==> config.mk <==
export PLATFORM = sky130hd
export DESIGN_NAME = clk_divider
export DESIGN_NICKNAME = d
export VERILOG_FILES = /design/src/rtl/clk_pkg.sv /design/src/rtl/clk_divider.sv
export SDC_FILE = /design/constraint.sdc
export NUM_CORES = 1
export LEC_CHECK = 0
export BUFFER_PORTS_ARGS = -buffer_cell sky130_fd_sc_hd__buf_2
export CAP_MARGIN = 20
export CORE_MARGIN = 2
export CORE_UTILIZATION = 35
export DETAILED_ROUTE_END_ITERATION = 8
export MAX_ROUTING_LAYER = met4
export PLACE_DENSITY_LB_ADDON = 0.12
export SLEW_MARGIN = 10
export SYNTH_ARGS = -nofsm -noshare
export SYNTH_HDL_FRONTEND = slang
export SYNTH_SLANG_ARGS = --single-unit
==> constraint.sdc <==
create_clock -name clk_in -period 1.26 [get_ports clk_in]
set_input_delay 0.063 -clock clk_in [delete_from_list [all_inputs] [get_ports clk_in]]
set_output_delay 0.063 -clock clk_in [all_outputs]
set_load 0.005 [all_outputs]
==> src/rtl/clk_pkg.sv <==
// Shared clocking constants for the system clock and the DAC polling divider.
package clk_pkg;

    localparam int unsigned SYS_CLK_HZ     = 25_000_000;
    localparam int unsigned DAC_POLL_DIV_N = 18;

    function automatic int unsigned div_freq_hz(input int unsigned n);
        return SYS_CLK_HZ >> n;
    endfunction

endpackage

==> src/rtl/clk_divider.sv <==
// Power-of-two clock divider: free-running N-bit counter whose MSB is the divided
// clock, plus a clk_in-domain strobe in the first cycle of each divided high phase.
module clk_divider
    import clk_pkg::*;
#(
    parameter int unsigned N = DAC_POLL_DIV_N
) (
    input  logic clk_in,
    input  logic rst,
    output logic clk_div,
    output logic div_tick
);

    localparam logic [N-1:0] ONE  = N'(1);
    localparam logic [N-1:0] HALF = ONE << (N - 1);

    if (N < 1 || N > 31) begin : g_bad_n
        $error("clk_divider: N=%0d outside legal range 1..31", N);
    end

    if (N == DAC_POLL_DIV_N && div_freq_hz(N) != 32'd95) begin : g_bad_poll_rate
        $error("clk_divider: unexpected DAC poll rate %0d Hz", div_freq_hz(N));
    end

    logic [N-1:0] cnt;

    always_ff @(posedge clk_in) begin
        if (rst) begin
            cnt      <= '0;
            div_tick <= 1'b0;
        end else begin
            cnt      <= cnt + ONE;
            // Registered one cycle early so the strobe lands on the cycle cnt == HALF.
            div_tick <= (cnt == HALF - ONE);
        end
    end

    assign clk_div = cnt[N-1];

    a_div_stable: assert property (@(posedge clk_in) disable iff (rst)
        (cnt != HALF && cnt != '0) |-> $stable(clk_div));

    a_tick_implies_div: assert property (@(posedge clk_in) disable iff (rst)
        div_tick |-> clk_div);

    if (N > 1) begin : g_tick_single
        a_tick_one_cycle: assert property (@(posedge clk_in) disable iff (rst)
            div_tick |=> !div_tick);
    end

endmodule

==> impl_metrics.json, run 1 <==
{
  "cp_max_fo": 8,
  "cp.arrival_ns": 1.49,
  "layout_commonest_cell": "nor2_1",
  "drc": 0,
  "critical_path.startpoint_type": "flop",
  "ff2ff_path_depth": 4,
  "drt-total-wl_um": 1750,
  "ys_warn_count": 0,
  "ys_seq_elements": 19,
  "p_int_uw": 753,
  "wire_per_inst_um": 12.5,
  "cts_max_path_buffers": 2,
  "power.density_mw_per_mm2": 861,
  "worst_path_max_delay_cell": "or3_4",
  "leakage_nw": 0.434,
  "synth_top_cell_by_area": "dfxtp_1",
  "netSwitchingPower_uw": 216,
  "pwr-share-clk_pct": 31.5,
  "fp.dieH_um": 53.2,
  "antenna_found_initial": 0,
  "yosysSeqAreaShare_pct": 45.0,
  "critPathTopFamily": "simple AND/OR/NAND/NOR gates",
  "cp_cell_sequence": "ha_4, nand3_4, or3_4, a21oi_2",
  "final_nets": 116,
  "ys_types": 21,
  "outcome": "finished, final reports clean",
  "required_ns": 1.50,
  "clk_pin_slew_ns": 0.10,
  "antenna_cells": 0,
  "crit_buf_inv": 0,
  "avgSynthCellArea_um2": 9.50,
  "fmax_ghz": 0.800,
  "vias": 695,
  "cts_tree": "yes",
  "die_x_um": 53.2,
  "switching_share_pct": 22.3,
  "finalSetupViolations": 0,
  "criticalPathCategory": "reg -> reg",
  "cp-end-kind": "flop",
  "coreArea_mm2": 0.00225,
  "grt_pass1_wl_um": 3000,
  "critPathMaxStageDelay_ns": 0.42,
  "io_pins": 4,
  "cts-htree-levels": 1,
  "clock_sinks": 19,
  "viasPerCell": 4.96,
  "r2r_slack_ns": 0.01,
  "setup_ws_ns": 0.0104,
  "start_util_pct": 37.5,
  "combPwrFrac_pct": 4.6,
  "track_usage_pct": 15.1,
  "cts_root_buf": "clkbuf_4",
  "maxSlewViolCount": 0,
  "fin_util_pct": 49.9,
  "p_seq_share_pct": 63.8,
  "p_total_uw": 970,
  "cts_made_buffers": 3,
  "gp_congestion": 0.723,
  "grt_pass1_vias": 650,
  "mostFrequentLayoutCells": "nor2_1 (19), buf_4 (17), xnor2_1 (12)",
  "first_iter_violations": 11,
  "grt_remaining_overflow": 0,
  "fp-row-count": 17,
  "holdPathStages": 2,
  "max_slew_margin_pct": 83.0,
  "die-area_mm2": 0.00283,
  "place_ws_ns": -0.0937,
  "hold_viol": 0,
  "r2r-start": "cnt[1]$_SDFF_PP0_",
  "timing.rr.end": "cnt[6]$_SDFF_PP0_",
  "drv_cap": 0,
  "syn_area_um2": 846,
  "synth_top_area_share_pct": 45.0,
  "vdd_drop_max_v": 0.000653,
  "ant_nets": 0,
  "min-delay-start": "rst",
  "rsz0062_at_grt": "yes",
  "postCtsHoldBufs": 0,
  "synth.area.top_cells": "dfxtp_1 (45%), xnor2_1 (12%), nor2_1 (8.4%), nor4_2 (5.9%), nand3_1 (3.0%)",
  "fin_crit_sh_pct": 99.2,
  "synthesis.nets": 92,
  "grt_start_max_net_pins": 12,
  "placed_area_um2": 981,
  "worstHoldPathType": "in -> reg",
  "worst_slew_pin_slew_ns": 0.253,
  "portBuffers": 3,
  "synth_cells": 89,
  "area_growth_syn_to_layout_pct": 33.1,
  "clock_latency_ns": 0.29,
  "dp_hpwl_um": 1160,
  "firstDrtPassIters": 4,
  "skew_ns": 0.000739,
  "drive_above_1_share_pct": 39.3,
  "hold_ws_ns": 0.0758,
  "min_period_ns": 1.25,
  "post-route-cell-area_mm2": 0.00113,
  "hold_end": "cnt[7]$_SDFF_PP0_"
}
repair_timing:
action                     in CTS  in global routing
setup endpoints to repair       9                 12
pin swaps                       1                  5
setup buffers                   1                  3
cloned                          0                  1
gates resized for setup         6                 13
routing by layer:
layer,track usage (%),vias to the layer above,wire length [um]
li1,-,352,-
met2,22.3,13,841
met5,-,-,0
met3,5.93,2,79
met4,3.85,0,14
met1,19.4,328,815
worst register-to-register path: stages, from the launching register on:
cell     delay, ns
dfxtp_4       0.39
ha_4          0.15
nand3_4       0.13
or3_4         0.42
a21oi_2       0.11
metrics by stage:
stage                     TNS [ns]  cells
after CTS                  -0.0368    136
final                            0    140
after floorplan                  0     89
after detailed placement    -0.356    131
after global placement      -0.211    131
after global routing        -0.290    140
synth_stat cells, drive strengths merged:
library cell,number
nand3,6
or3,2
dfxtp,19
xor2,1
nor3,4
buf,2
inv,3
o21ai,2
nor2b,2
nand4,5
ha,1
and4,1
nor4,4
nor2,19
nand2,3
mux2,1
xnor2,12
a21oi,2
worst max-delay path by stage:
stage | from | end | slack [ns] | depth (start not counted)
floorplan | cnt[0]$_SDFF_PP0_ | cnt[14]$_SDFF_PP0_ | 0.02 | 5
global placement | cnt[0]$_SDFF_PP0_ | cnt[12]$_SDFF_PP0_ | -0.06 | 5
detailed placement | cnt[0]$_SDFF_PP0_ | cnt[14]$_SDFF_PP0_ | -0.09 | 5
CTS | cnt[4]$_SDFF_PP0_ | cnt[15]$_SDFF_PP0_ | -0.01 | 4
global route | cnt[1]$_SDFF_PP0_ | cnt[10]$_SDFF_PP0_ | -0.09 | 5
finish | cnt[1]$_SDFF_PP0_ | cnt[6]$_SDFF_PP0_ | 0.01 | 4
cell families (layout without fill, tap and decap cells):
logic type	Yosys count	in the layout	synth area share (%)
multiplexers	1	1	1.33
buffers and inverters	5	27	3.99
adder cells (fa/ha/maj)	1	1	1.48
XOR/XNOR	13	13	13.5
AO/OA/AOI/OAI	4	4	2.37
AND/OR/NAND/NOR	46	47	32.4
flip-flops	19	19	45.0
power groups by stage:
stage          clock [mW]  combinational [mW]  sequential, mW
2_1_floorplan           0              0.0259           0.631
3_3_place_gp            0              0.0365           0.630
3_5_place_dp            0              0.0361           0.630
4_1_cts             0.322              0.0423           0.619
5_1_grt             0.355              0.0521           0.621
6_report            0.306              0.0450           0.619
flip-flops by register name (all words and copies together) (netlist names):
signal,flops
div_tick,1
cnt,18
final cells by class:
| class | count | area [um2] |
|---|---|---|
| inverters | 3 | 11.3 |
| well taps | 28 | 35.0 |
| clock buffers | 4 | 26.3 |
| multi-input cells | 66 | 513 |
| repair buffers | 20 | 143 |
| fillers | 242 | 1130 |
| flip-flops and latches | 19 | 398 |
(Power assumes the default switching activity.)
==> inputs of run 2 (changes only) <==
CORE_UTILIZATION = 31   (was 35)
clock period = 1.35 ns   (was 1.26 ns; I/O delays follow)
==> run 2 against run 1 <==
- die area rose by 12%
- combinational power is 20% lower
- utilization decreased by 8.2 points
- first-iteration DRC count shrank 27%
- clock power down 7.2%
- sequential share of layout area up 2.1 points
- highest routed layer unchanged
- global-route usage is 3.4 points lower
- fmax shrank 1.8%
- critical path type unchanged
- clock-buffer cell count stayed put
- design area fell by 6.4%
- largest cell class unchanged
==> impl_metrics.json, run 2 (synthesis results as in run 1) <==
{
  "outcome": "finished, final reports clean",
  "first_iter_violations": 8,
  "min-delay-start": "rst",
  "final_nets": 110,
  "wire_per_inst_um": 12.6,
  "die_x_um": 56.2,
  "cts-htree-levels": 1,
  "wl_met3_um": 31,
  "hold_end": "cnt[8]$_SDFF_PP0_",
  "fp-row-count": 18,
  "finalSetupViolations": 0,
  "ant_nets": 0,
  "placed_area_um2": 958,
  "gp_congestion": 0.734,
  "drive_above_1_share_pct": 34.9,
  "portBuffers": 3,
  "seqCellArea_um2": 394,
  "min_period_ns": 1.27,
  "drt-total-wl_um": 1710,
  "grt_pass1_vias": 647,
  "fp.dieH_um": 56.2,
  "finalSetupTns_ns": 0,
  "postCtsHoldBufs": 0,
  "maxSlewViolCount": 0,
  "cts_max_path_buffers": 2,
  "cp_max_fo": 4,
  "post-route-cell-area_mm2": 0.00105,
  "critical_path.startpoint_type": "flop",
  "leakage_nw": 0.387,
  "fmax_ghz": 0.786,
  "io_pins": 4,
  "dp_hpwl_um": 1090,
  "worstHoldPathType": "in -> reg",
  "die-area_mm2": 0.00316,
  "n_fill_cell": 268,
  "area_growth_syn_to_layout_pct": 24.6,
  "cts_made_buffers": 3,
  "clock_latency_ns": 0.29,
  "track_usage_pct": 11.7,
  "vias": 661,
  "layout_commonest_cell": "nor2_1",
  "drv_cap": 0,
  "required_ns": 1.54,
  "vdd_drop_max_v": 0.000447,
  "max_slew_margin_pct": 79.6,
  "drc": 0,
  "r2r_slack_ns": 0.08,
  "grt_start_max_net_pins": 12,
  "r2r-start": "cnt[10]$_SDFF_PP0_",
  "cp-end-kind": "flop",
  "cts_setup_buffers": 0,
  "met2RoutedLength_um": 787,
  "highest_layer": "met4",
  "power.density_mw_per_mm2": 855,
  "clk_pin_slew_ns": 0.11,
  "antenna_found_initial": 0,
  "criticalPathCategory": "reg -> reg",
  "cp.arrival_ns": 1.47,
  "multi_input_area_um2": 487,
  "largest_reg_flops": 18,
  "viasPerCell": 4.86,
  "hold_ws_ns": 0.0586,
  "top_register": "cnt",
  "rsz0062_at_grt": "no",
  "hold_viol": 0,
  "grt_remaining_overflow": 0,
  "ff2ff_path_depth": 4,
  "worst_slew_pin_slew_ns": 0.305,
  "wl_met1_um": 874,
  "cts_tree": "yes",
  "start_util_pct": 33.5,
  "clock_sinks": 19,
  "fin_util_pct": 41.8,
  "coreArea_mm2": 0.00252,
  "mostFrequentLayoutCells": "nor2_1 (19), xnor2_1 (12), buf_4 (11)",
  "holdPathStages": 2,
  "firstDrtPassIters": 4,
  "largestRegisters": "cnt (18), div_tick (1)",
  "grt_pass1_wl_um": 2840,
  "fin_crit_sh_pct": 94.3,
  "skew_ns": 0.00321,
  "timing.rr.end": "cnt[17]$_SDFF_PP0_",
  "antenna_cells": 0,
  "cts_root_buf": "clkbuf_4"
}
==> run 2: cell type report <==
cell class / instances / area share (%)
multi-input combinational: 66 / 46.2
sequential: 19 / 37.4
timing repair buffer: 14 / 9.26
tap: 30 / 3.56
clock buffer: 4 / 2.49
inverter: 3 / 1.07
==> run 2: worst max path at each step <==
stage	start	endpoint	slack, ns
3_5_place_dp	cnt[0]$_SDFF_PP0_	cnt[14]$_SDFF_PP0_	-0.07
5_1_grt	cnt[0]$_SDFF_PP0_	cnt[14]$_SDFF_PP0_	0.006
4_1_cts	cnt[0]$_SDFF_PP0_	cnt[14]$_SDFF_PP0_	0.007
2_1_floorplan	cnt[0]$_SDFF_PP0_	cnt[16]$_SDFF_PP0_	0.01
6_report	cnt[10]$_SDFF_PP0_	cnt[17]$_SDFF_PP0_	0.08
3_3_place_gp	cnt[0]$_SDFF_PP0_	cnt[16]$_SDFF_PP0_	-0.005
==> run 2: worst max-delay path, cell delays in order, from the launching register on <==
cell     delay [ns]
dfxtp_1        0.41
nand4_1        0.21
nor2_1         0.19
nand3_1        0.10
mux2_2         0.27
==> run 2: power by group <==
group	switching, mW	internal [mW]	total, mW
combinational	0.0177	0.0181	0.0358
sequential	0.0120	0.568	0.580
clock	0.169	0.115	0.284
==> run 2: through the flow <==
stage | power, mW | std cells | setup slack [ns]
finish | 0.900 | 136 | 0.0775
global route | 0.944 | 136 | 0.00611
CTS | 0.911 | 135 | 0.00691
detailed placement | 0.620 | 131 | -0.0730
global placement | 0.619 | 131 | -0.00548
floorplan | 0.611 | 89 | 0.0150
==> run 2: metal layers <==
metal  GRT usage, %  up-vias
met2           17.1        3
met4           6.12        0
met1           15.4      317
met3           2.09        2
met5              -        -
li1               -      339
==> run 2: timing repair <==
item / CTS / global route
hold endpoints to repair: 0 / 0
pin swaps: 0 / 3
endpoints found under the setup margin: 5 / 7
gates resized for setup: 7 / 9
cloned: 0 / 1
==> inputs of run 3 (changes only) <==
clock period = 1.6 ns   (was 1.35 ns; I/O delays follow)
==> run 3 against run 2 <==
- die area is the same
- critical path depth grew 1
- critical path type unchanged
- register-to-register slack gained 0.06 ns
- total power shrank 18%
- cell count shrank 8.1%
==> impl_metrics.json, run 3 (synthesis results as in run 1) <==
{
  "cts_root_buf": "clkbuf_4",
  "drive_above_1_share_pct": 15.8,
  "cp_cell_sequence": "ha_1, nand3_2, nor4_2, xnor2_1, nor2_1",
  "cp-endpoint": "cnt[16]$_SDFF_PP0_",
  "area_growth_syn_to_layout_pct": 7.54,
  "maxSlewViolCount": 0,
  "ant_nets": 0,
  "critPathTopFamily": "simple AND/OR/NAND/NOR gates",
  "worstHoldPathType": "in -> reg",
  "power.density_mw_per_mm2": 814,
  "clock_sinks": 19,
  "fp-row-count": 18,
  "drc": 0,
  "min_period_ns": 1.46,
  "r2r_slack_ns": 0.14,
  "seqCellArea_um2": 380,
  "multi_input_area_um2": 432,
  "clk_pin_slew_ns": 0.10,
  "cts-htree-levels": 1,
  "io_pins": 4,
  "skew_ns": 0.00308,
  "portBuffers": 3,
  "cp.arrival_ns": 1.64,
  "firstDrtPassIters": 2,
  "dp_hpwl_um": 966,
  "start_util_pct": 33.5,
  "crit_buf_inv": 0,
  "clock_latency_ns": 0.29,
  "rsz0062_at_grt": "no",
  "cts_setup_buffers": 0,
  "hold_ws_ns": 0.151,
  "first_iter_violations": 4,
  "fp.dieH_um": 56.2,
  "postCtsHoldBufs": 0,
  "final_nets": 99,
  "cp-end-kind": "flop",
  "cp_max_fo": 8,
  "leakage_nw": 0.289,
  "viasPerCell": 4.82,
  "wire_per_inst_um": 11.1,
  "die-area_mm2": 0.00316,
  "fin_util_pct": 36.1,
  "antenna_cells": 0,
  "cts_tree": "yes",
  "antenna_found_initial": 0,
  "drt-total-wl_um": 1390,
  "gp_congestion": 0.737,
  "cts_resized": 0,
  "fmax_ghz": 0.684,
  "drv_cap": 0,
  "criticalPathCategory": "reg -> reg",
  "top_register": "cnt",
  "largest_reg_flops": 18,
  "grt_pass1_wl_um": 2400,
  "path_depth": 5,
  "outcome": "finished, final reports clean",
  "critical_path.startpoint_type": "flop",
  "r2r-start": "cnt[0]$_SDFF_PP0_",
  "startpoint": "cnt[0]$_SDFF_PP0_",
  "grt_pass1_vias": 536,
  "worst_slew_pin_slew_ns": 0.348,
  "die_x_um": 56.2,
  "setup_ws_ns": 0.137,
  "grt_remaining_overflow": 0,
  "track_usage_pct": 10.2,
  "cts_made_buffers": 3,
  "coreArea_mm2": 0.00252,
  "timing.rr.end": "cnt[16]$_SDFF_PP0_",
  "vias": 602,
  "finalSetupViolations": 0,
  "n_fill_cell": 265,
  "ff2ff_path_depth": 5,
  "worst_path_max_delay_cell": "dfxtp_1",
  "place_ws_ns": 0.132,
  "required_ns": 1.78,
  "largestRegisters": "cnt (18), div_tick (1)",
  "cts_max_path_buffers": 2,
  "hold_viol": 0,
  "max_slew_margin_pct": 76.8,
  "p_total_uw": 740,
  "mostFrequentLayoutCells": "nor2_1 (19), dfxtp_1 (19), xnor2_1 (12)",
  "critPathMaxStageDelay_ns": 0.39,
  "grt_start_max_net_pins": 20,
  "vdd_drop_max_v": 0.000486,
  "finalSetupTns_ns": 0,
  "fin_crit_sh_pct": 91.4
}
## run 3: cell types whose count changed in the layout (fill, tap and decap cells not counted)
cell	change
ha_4	-1
nand3_2	+1
dfxtp_4	-1
nor4_2	+2
nor4_4	-2
nand4_2	-1
nand3_4	-1
nor3_2	-1
nor3_1	+1
ha_1	+1
buf_4	-10
dfxtp_2	-8
dfxtp_1	+9
## run 3: worst min path at each step
| stage | slack, ns | start | to | depth (start not counted) |
|---|---|---|---|---|
| global route | 0.17 | rst | cnt[10]$_SDFF_PP0_ | 2 |
| finish | 0.15 | rst | cnt[0]$_SDFF_PP0_ | 2 |
| floorplan | 0.27 | rst | cnt[6]$_SDFF_PP0_ | 2 |
| detailed placement | 0.46 | cnt[0]$_SDFF_PP0_ | cnt[0]$_SDFF_PP0_ | 1 |
| CTS | 0.15 | rst | cnt[0]$_SDFF_PP0_ | 2 |
| global placement | 0.45 | cnt[0]$_SDFF_PP0_ | cnt[0]$_SDFF_PP0_ | 1 |
## run 3: metrics by stage
step                      cell area (um2)  instances
after floorplan                       846         89
after global placement                883        121
after detailed placement              883        121
after CTS                             910        125
after global routing                  910        125
final                                 910        125
## run 3: where the power goes
| part | total (mW) | internal (mW) | switching, mW |
|---|---|---|---|
| combinational | 0.0187 | 0.00716 | 0.0115 |
| sequential | 0.486 | 0.479 | 0.00719 |
| clock | 0.235 | 0.0969 | 0.138 |
## run 3: area by class of cell
cell class,instances,area share (%)
multi-input cells,65,47.5
flip-flops and latches,19,41.8
well taps,30,4.13
clock buffers,4,2.89
repair buffers,4,2.48
inverters,3,1.24
## run 3: layer usage
layer / vias up / track usage, % / share of wire, %
li1: 317 / - / -
met1: 280 / 12.4 / 52
met2: 3 / 14.8 / 45
met3: 2 / 2.79 / 2.2
met4: 0 / 6.12 / 0.86
met5: - / - / 0
## run 3: worst reg2reg max path: stages, from the launching register on
cell     delay [ns]
dfxtp_1        0.39
ha_1           0.22
nand3_2        0.19
nor4_2         0.35
xnor2_1        0.15
nor2_1         0.05
